==> src/rtl/pwm_gen_multi.sv <==
// Multi-channel PWM generator. One shared period counter, per-channel compare pairs and modes.
// Configuration is double-buffered. Define PWM_POLARITY_EN to add per-channel output polarity (pol).
module pwm_gen_multi #(
  parameter int WIDTH    = 16,
  parameter int CHANNELS = 4
) (
  input  logic                      clk,
  input  logic                      rst,
  input  logic                      en,
  input  logic [CHANNELS-1:0]       ch_en,
  input  logic [WIDTH-1:0]          cfg_period,
  input  logic [2*CHANNELS-1:0]     cfg_func,
  input  logic [WIDTH*CHANNELS-1:0] cfg_cmp1,
  input  logic [WIDTH*CHANNELS-1:0] cfg_cmp2,
  input  logic                      cfg_commit,
`ifdef PWM_POLARITY_EN
  input  logic [CHANNELS-1:0]       pol,
`endif
  output logic                      commit_pending,
  output logic [WIDTH-1:0]          count_val,
  output logic                      period_end,
  output logic [CHANNELS-1:0]       pwm_out
);

  logic [WIDTH-1:0]                count_q, count_d;
  logic [WIDTH-1:0]                period_act_q, period_act_d;
  logic [CHANNELS-1:0][1:0]        func_act_q, func_act_d;
  logic [CHANNELS-1:0][WIDTH-1:0]  cmp1_act_q, cmp1_act_d;
  logic [CHANNELS-1:0][WIDTH-1:0]  cmp2_act_q, cmp2_act_d;
  logic                            commit_pending_q, commit_pending_d;
  logic [CHANNELS-1:0]             pwm_q, pwm_d;
  logic [CHANNELS-1:0]             func_hit;
  logic [CHANNELS-1:0]             idle_level;

  logic period_ok;
  logic wrap;
  logic load_cfg;

  // period_act-1 is only meaningful when period_ok, so the subtraction never underflows in use.
  assign period_ok = (period_act_q >= WIDTH'(2));
  assign wrap      = en & period_ok & (count_q == (period_act_q - WIDTH'(1)));
  assign load_cfg  = ~en | (wrap & (commit_pending_q | cfg_commit));

`ifdef PWM_POLARITY_EN
  logic [CHANNELS-1:0] pol_act_q, pol_act_d;

  always_comb begin
    pol_act_d = pol_act_q;
    if (load_cfg) begin
      pol_act_d = pol;
    end
  end

  always_ff @(posedge clk or posedge rst) begin
    if (rst) begin
      pol_act_q <= '0;
    end else begin
      pol_act_q <= pol_act_d;
    end
  end

  assign idle_level = pol_act_q;
`else
  assign idle_level = '0;
`endif

  always_comb begin
    count_d = count_q;
    if (!en || !period_ok || wrap) begin
      count_d = '0;
    end else begin
      count_d = count_q + WIDTH'(1);
    end
  end

  always_comb begin
    commit_pending_d = commit_pending_q;
    if (!en || wrap) begin
      commit_pending_d = 1'b0;
    end else if (cfg_commit) begin
      commit_pending_d = 1'b1;
    end
  end

  always_comb begin
    period_act_d = period_act_q;
    if (load_cfg) begin
      period_act_d = cfg_period;
    end
  end

  genvar gi;
  generate
    for (gi = 0; gi < CHANNELS; gi++) begin : g_ch
      always_comb begin
        func_act_d[gi] = func_act_q[gi];
        cmp1_act_d[gi] = cmp1_act_q[gi];
        cmp2_act_d[gi] = cmp2_act_q[gi];
        if (load_cfg) begin
          func_act_d[gi] = cfg_func[2*gi +: 2];
          cmp1_act_d[gi] = cfg_cmp1[gi*WIDTH +: WIDTH];
          cmp2_act_d[gi] = cfg_cmp2[gi*WIDTH +: WIDTH];
        end
      end

      // Levels at the cmp1 extremes fall out of the plain compares since count < period.
      always_comb begin
        func_hit[gi] = 1'b0;
        case (func_act_q[gi])
          2'b00:   func_hit[gi] = (count_q < cmp1_act_q[gi]);
          2'b01:   func_hit[gi] = (count_q >= cmp1_act_q[gi]);
          2'b10:   func_hit[gi] = (count_q >= cmp1_act_q[gi]) && (count_q < cmp2_act_q[gi]);
          default: func_hit[gi] = 1'b0;
        endcase
      end

      always_comb begin
        pwm_d[gi] = idle_level[gi] ^ (en & ch_en[gi] & period_ok & func_hit[gi]);
      end
    end
  endgenerate

  always_ff @(posedge clk or posedge rst) begin
    if (rst) begin
      count_q          <= '0;
      period_act_q     <= '0;
      func_act_q       <= '0;
      cmp1_act_q       <= '0;
      cmp2_act_q       <= '0;
      commit_pending_q <= 1'b0;
      pwm_q            <= '0;
    end else begin
      count_q          <= count_d;
      period_act_q     <= period_act_d;
      func_act_q       <= func_act_d;
      cmp1_act_q       <= cmp1_act_d;
      cmp2_act_q       <= cmp2_act_d;
      commit_pending_q <= commit_pending_d;
      pwm_q            <= pwm_d;
    end
  end

  assign commit_pending = commit_pending_q;
  assign count_val      = count_q;
  assign period_end     = wrap;
  assign pwm_out        = pwm_q;

endmodule

==> config.mk <==
export PLATFORM = sky130hd
export DESIGN_NAME = pwm_gen_multi
export DESIGN_NICKNAME = d
export VERILOG_FILES = /design/src/rtl/pwm_gen_multi.sv
export SDC_FILE = /design/constraint.sdc
export NUM_CORES = 1
export LEC_CHECK = 0
export ABC_AREA = 1
export CORE_MARGIN = 2
export CORE_UTILIZATION = 50
export DETAILED_ROUTE_END_ITERATION = 10
export PLACE_DENSITY = 0.8
export SKIP_CTS_REPAIR_TIMING = 1
export SLEW_MARGIN = 20
export SYNTH_ARGS = -nofsm -noshare
export SYNTH_HDL_FRONTEND = slang
export SYNTH_SLANG_ARGS = --single-unit
==> constraint.sdc <==
create_clock -name clk -period 16.2 [get_ports clk]
set_input_delay 3.24 -clock clk [delete_from_list [all_inputs] [get_ports clk]]
set_output_delay 3.24 -clock clk [all_outputs]
set_load 0.02 [all_outputs]
Word level (Yosys, flattened, before mapping):

Index checks and enable logic that the tools add are counted.

* input port bits: 160
* word-level logic and storage cells: 79
* register bits: 173

* equal/unequal tests: 9
* mux-type cells: 7
* $lt $le $gt $ge: 13
* bitwise logic cells: 18
* reductions and logical operators: 14
* $add $sub $neg: 2

Operators by type and width (count)
* 16-bit less-than comparator: 8
* 16-bit greater-or-equal comparator: 4
* 16-bit by 1-bit adder with 16-bit output (second input constant): 1
* 16-bit equality test: 1
* 16-bit by 2-bit greater-or-equal comparator with 1-bit output (second input constant): 1
* 16-bit 2-to-1 mux: 1
* 16-bit by 1-bit subtractor with 16-bit output (second input constant): 1
* 1-bit bitwise AND: 15
* 1-bit case mux with 3 select lines: 4
* 2-bit by 1-bit equality test with 1-bit output (second input constant): 4
* 2-bit equality test (second input constant): 4
* 2-bit logical NOT: 4
* 1-bit logical AND: 4
* 1-bit logical OR: 3
* 1-bit logical NOT: 2
* 1-bit 2-to-1 mux: 2
* 1-bit bitwise OR: 2
* 2-bit nonzero test: 1
* 1-bit NOT: 1

Logic depth before layout (Yosys ltp):

* depth in word-level cells: 5
* gate-level depth with buffers: 18

Worst setup path before layout:

Ideal clock, no wire load.

* path type: input-to-output
* start point: input port en
* end point: output port period_end
* arrival: 3.712 ns
* stages: 4
* slack: 9.248 ns
* required time: 12.960 ns
* cell sequence: nand2_1 inv_1 nand3_1 inv_1

* word-level cells in the longest chain between the ends: 2

RTL lines
* start, declared: RTL line 9 `input logic en,`
* 1-bit bitwise AND (2 in series): RTL line 41 `assign wrap = en & period_ok & (count_q == (period_act_q - WIDTH'(1)));`
* end, declared: RTL line 21 `output logic period_end,`

No other way between the ends.

Final worst setup path:

Same ends and word-level chain as after synthesis.

==> metrics <==
M1 WL=12,900 um; total global-route track usage=27.1%; die height=151 um; die footprint=22,900 sq um; arrival time worst endpoint=5150 ps; CP max-delay cell=buf_4; Hold Path Class=reg -> reg; final instance count without filler cells=1,883; # DRC=0; Max-slew headroom=35.0%; FP Rows=53; number of max-cap violations=0; Design Area, Final=13,500 sq um; placed cells=1,851; core area=21,200 sq um; post-synthesis cell count=1,434; worst-margin pin slew=975 ps; Setup crit start kind=input pin; total grt overflow=0; capturing element type of the critical path=output port; post-synth cell types=30; peak supply drop=0.0535 mV; Synth Area per Inst=7.58 sq um; antenna violations before repair=0; number of H-tree levels=4; Worst Path Required=12,960 ps; # port buffers=181; CTS sink count=173; share of the synthesized area in the top cell type=39.8%; # IOs=182; period utilization=51.8%; CTS max path bufs=2; setup violators final=0; critical path type=in -> out; CTS tree=yes; DRT antenna net count=0; Fin. Hold Viols=0; Final Skew=8.32 ps; post-synthesis cell area=10,900 sq um; DP HPWL=19,700 um; Crit Path Max Fanout=83; first-pass GRT wire length=47,700 um; Net Switching=303 uW; CTS root buf=clkbuf_16; switch share=27.0%; Reg power frac=43.8%; Initial Util=51.4%; Clk network pwr share=39.2%; Pins Over Slew Limit=0; GP Congestion=0.854; Int Pwr=819 uW; top post-synthesis cells by area=dfrtp_1 (40%), nand2_1 (16%), ha_1 (15%), nand3_1 (8.7%), inv_1 (6.3%); outcome=finished, final reports clean; DR top layer=met4; post-DR wirelength/cell=15.9 um; Comb power frac=17.0%; clock slew at reported path FFs=60 ps; clock buffer count from CTS=17; P_leak=0.00726 uW; dpl cell area=12,800 sq um; Max Clk Rate=0.119 GHz; setup TNS=0 ps; PD cells=83.3 nW/um^2; area grow syn2layout=23.9%; pin count of the biggest net entering global routing=101; sequence of cells on the critical path=buf_4 -> nand2_1 -> inv_1 -> nand3_1 -> inv_1 -> clkdlybuf4s50_1; unrepaired setup endpoints after global routing=no; Pre-Repair DR Iteration Count=5; Routed WL=29,900 um; vias in the first global route=9,842; Mapped Nets=1,721; Period minus WS final=8390 ps; crit-path max cell delay=630 ps; routed length on met3=1790 um; share of layout cells above drive strength 1=3.48%; Vias=9,960; sequential share of the synthesized area=39.8%; die width=151 um; post-synth top area cell=dfrtp_1; final net count=1,882; Synth Register Bits=173; Crit path top cell by count=inv_1; diode count=0; initial drt markers=674; flop2flop setup slack=11,870 ps; total power draw=1120 uW; Synth Warn #=0; Met2 Wirelength=14,400 um; drt via density=5.29; clk_lat worst skew=430 ps
==> Yosys cell counts <==
| cell | instances |
|---|---|
| a211oi_1 | 7 |
| a21oi_1 | 66 |
| and3_1 | 1 |
| buf_1 | 12 |
| buf_2 | 15 |
| buf_6 | 9 |
| clkbuf_1 | 14 |
| dfrtp_1 | 173 |
| ha_1 | 127 |
| inv_1 | 181 |
| inv_2 | 4 |
| nand2_1 | 475 |
| nand2_2 | 1 |
| nand3_1 | 188 |
| nand3_2 | 1 |
| nand3b_1 | 5 |
| nand4_1 | 8 |
| nand4_4 | 1 |
| nor2_1 | 71 |
| nor2_2 | 5 |
| nor3_1 | 13 |
| nor3b_1 | 4 |
| nor4_1 | 5 |
| o211ai_1 | 4 |
| o21a_1 | 1 |
| o21ai_0 | 24 |
| o21ai_1 | 1 |
| or2_2 | 1 |
| xnor2_1 | 8 |
| xor2_1 | 9 |
==> power by group through the flow <==
stage | sequential, uW | clock, uW | combinational, uW
floorplan | 495 | 0 | 116
global placement | 498 | 0 | 181
detailed placement | 499 | 0 | 189
CTS | 491 | 447 | 192
global route | 496 | 465 | 218
finish | 492 | 440 | 191
==> cell families after synthesis <==
family,Yosys count,share of synthesized area (%)
buf+inv,235,8.91
flops,173,39.8
simple gates,779,30.2
compound gates,103,5.02
xor+xnor,17,1.37
fa+ha+maj,127,14.6
==> path summary, 6_finish.rpt <==
kind                           startpoint  depth (start not counted)                to
min in group asynchronous             rst                          2  period_act_q[10]
max reg2reg                  count_val[4]                         16     cmp1_act_q[0]
max in group asynchronous             rst                          3    cmp2_act_q[33]
min                        cmp2_act_q[22]                          2    cmp2_act_q[22]
min reg2reg                cmp2_act_q[22]                          2    cmp2_act_q[22]
max                                    en                          6        period_end
==> worst max-delay path: cells and delay by family <==
kind          cells  cell delay [ps]
simple gates      2              290
buf+inv           4             1610
==> cell type report <==
| cell class | instances | area (sq um) |
|---|---|---|
| Tap cell | 275 | 344 |
| Timing Repair Buffer | 192 | 1890 |
| Sequential cell | 173 | 4330 |
| Multi-Input combinational cell | 1026 | 5570 |
| Inverter | 185 | 699 |
| Clock buffer | 24 | 502 |
| Fill cell | 1839 | 7680 |
| Clock inverter | 8 | 129 |
==> metal layers <==
metal	vias up	global-route usage (%)
met3	62	4.49
met5	-	0
met4	0	9.81
li1	4914	-
met2	319	46.3
met1	4665	34.7
==> registers in the layout, indices dropped and copies added (netlist names) <==
signal,cells
cmp2_act_q,64
func_act_q,8
cmp1_act_q,64
period_act_q,16
pwm_out,4
count_val,16
commit_pending,1
==> stage by stage <==
stage                     hold slack (ps)  setup slack [ps]  util (%)
after floorplan                       476              8270         -
final                                 507              7810      63.7
after global placement                491              7810      60.7
after CTS                             510              7780      63.7
after global routing                  526              7600      63.7
after detailed placement              493              7770      60.7
==> placed cells by master (no fill, tap or decap), types with 7 or more instances in the layout <==
cell / Yosys / layout
clkdlybuf4s50_1: 0 / 180
buf_4: 0 / 12
nand2_1: 475 / 475
ha_1: 127 / 127
nor2_1: 71 / 71
a211oi_1: 7 / 7
nand3_1: 188 / 188
xnor2_1: 8 / 8
a21oi_1: 66 / 66
dfrtp_1: 173 / 173
nand4_1: 8 / 8
nor3_1: 13 / 13
inv_1: 181 / 180
o21ai_0: 24 / 24
xor2_1: 9 / 9
clkbuf_16: 0 / 17
(Power assumes the default switching activity.)
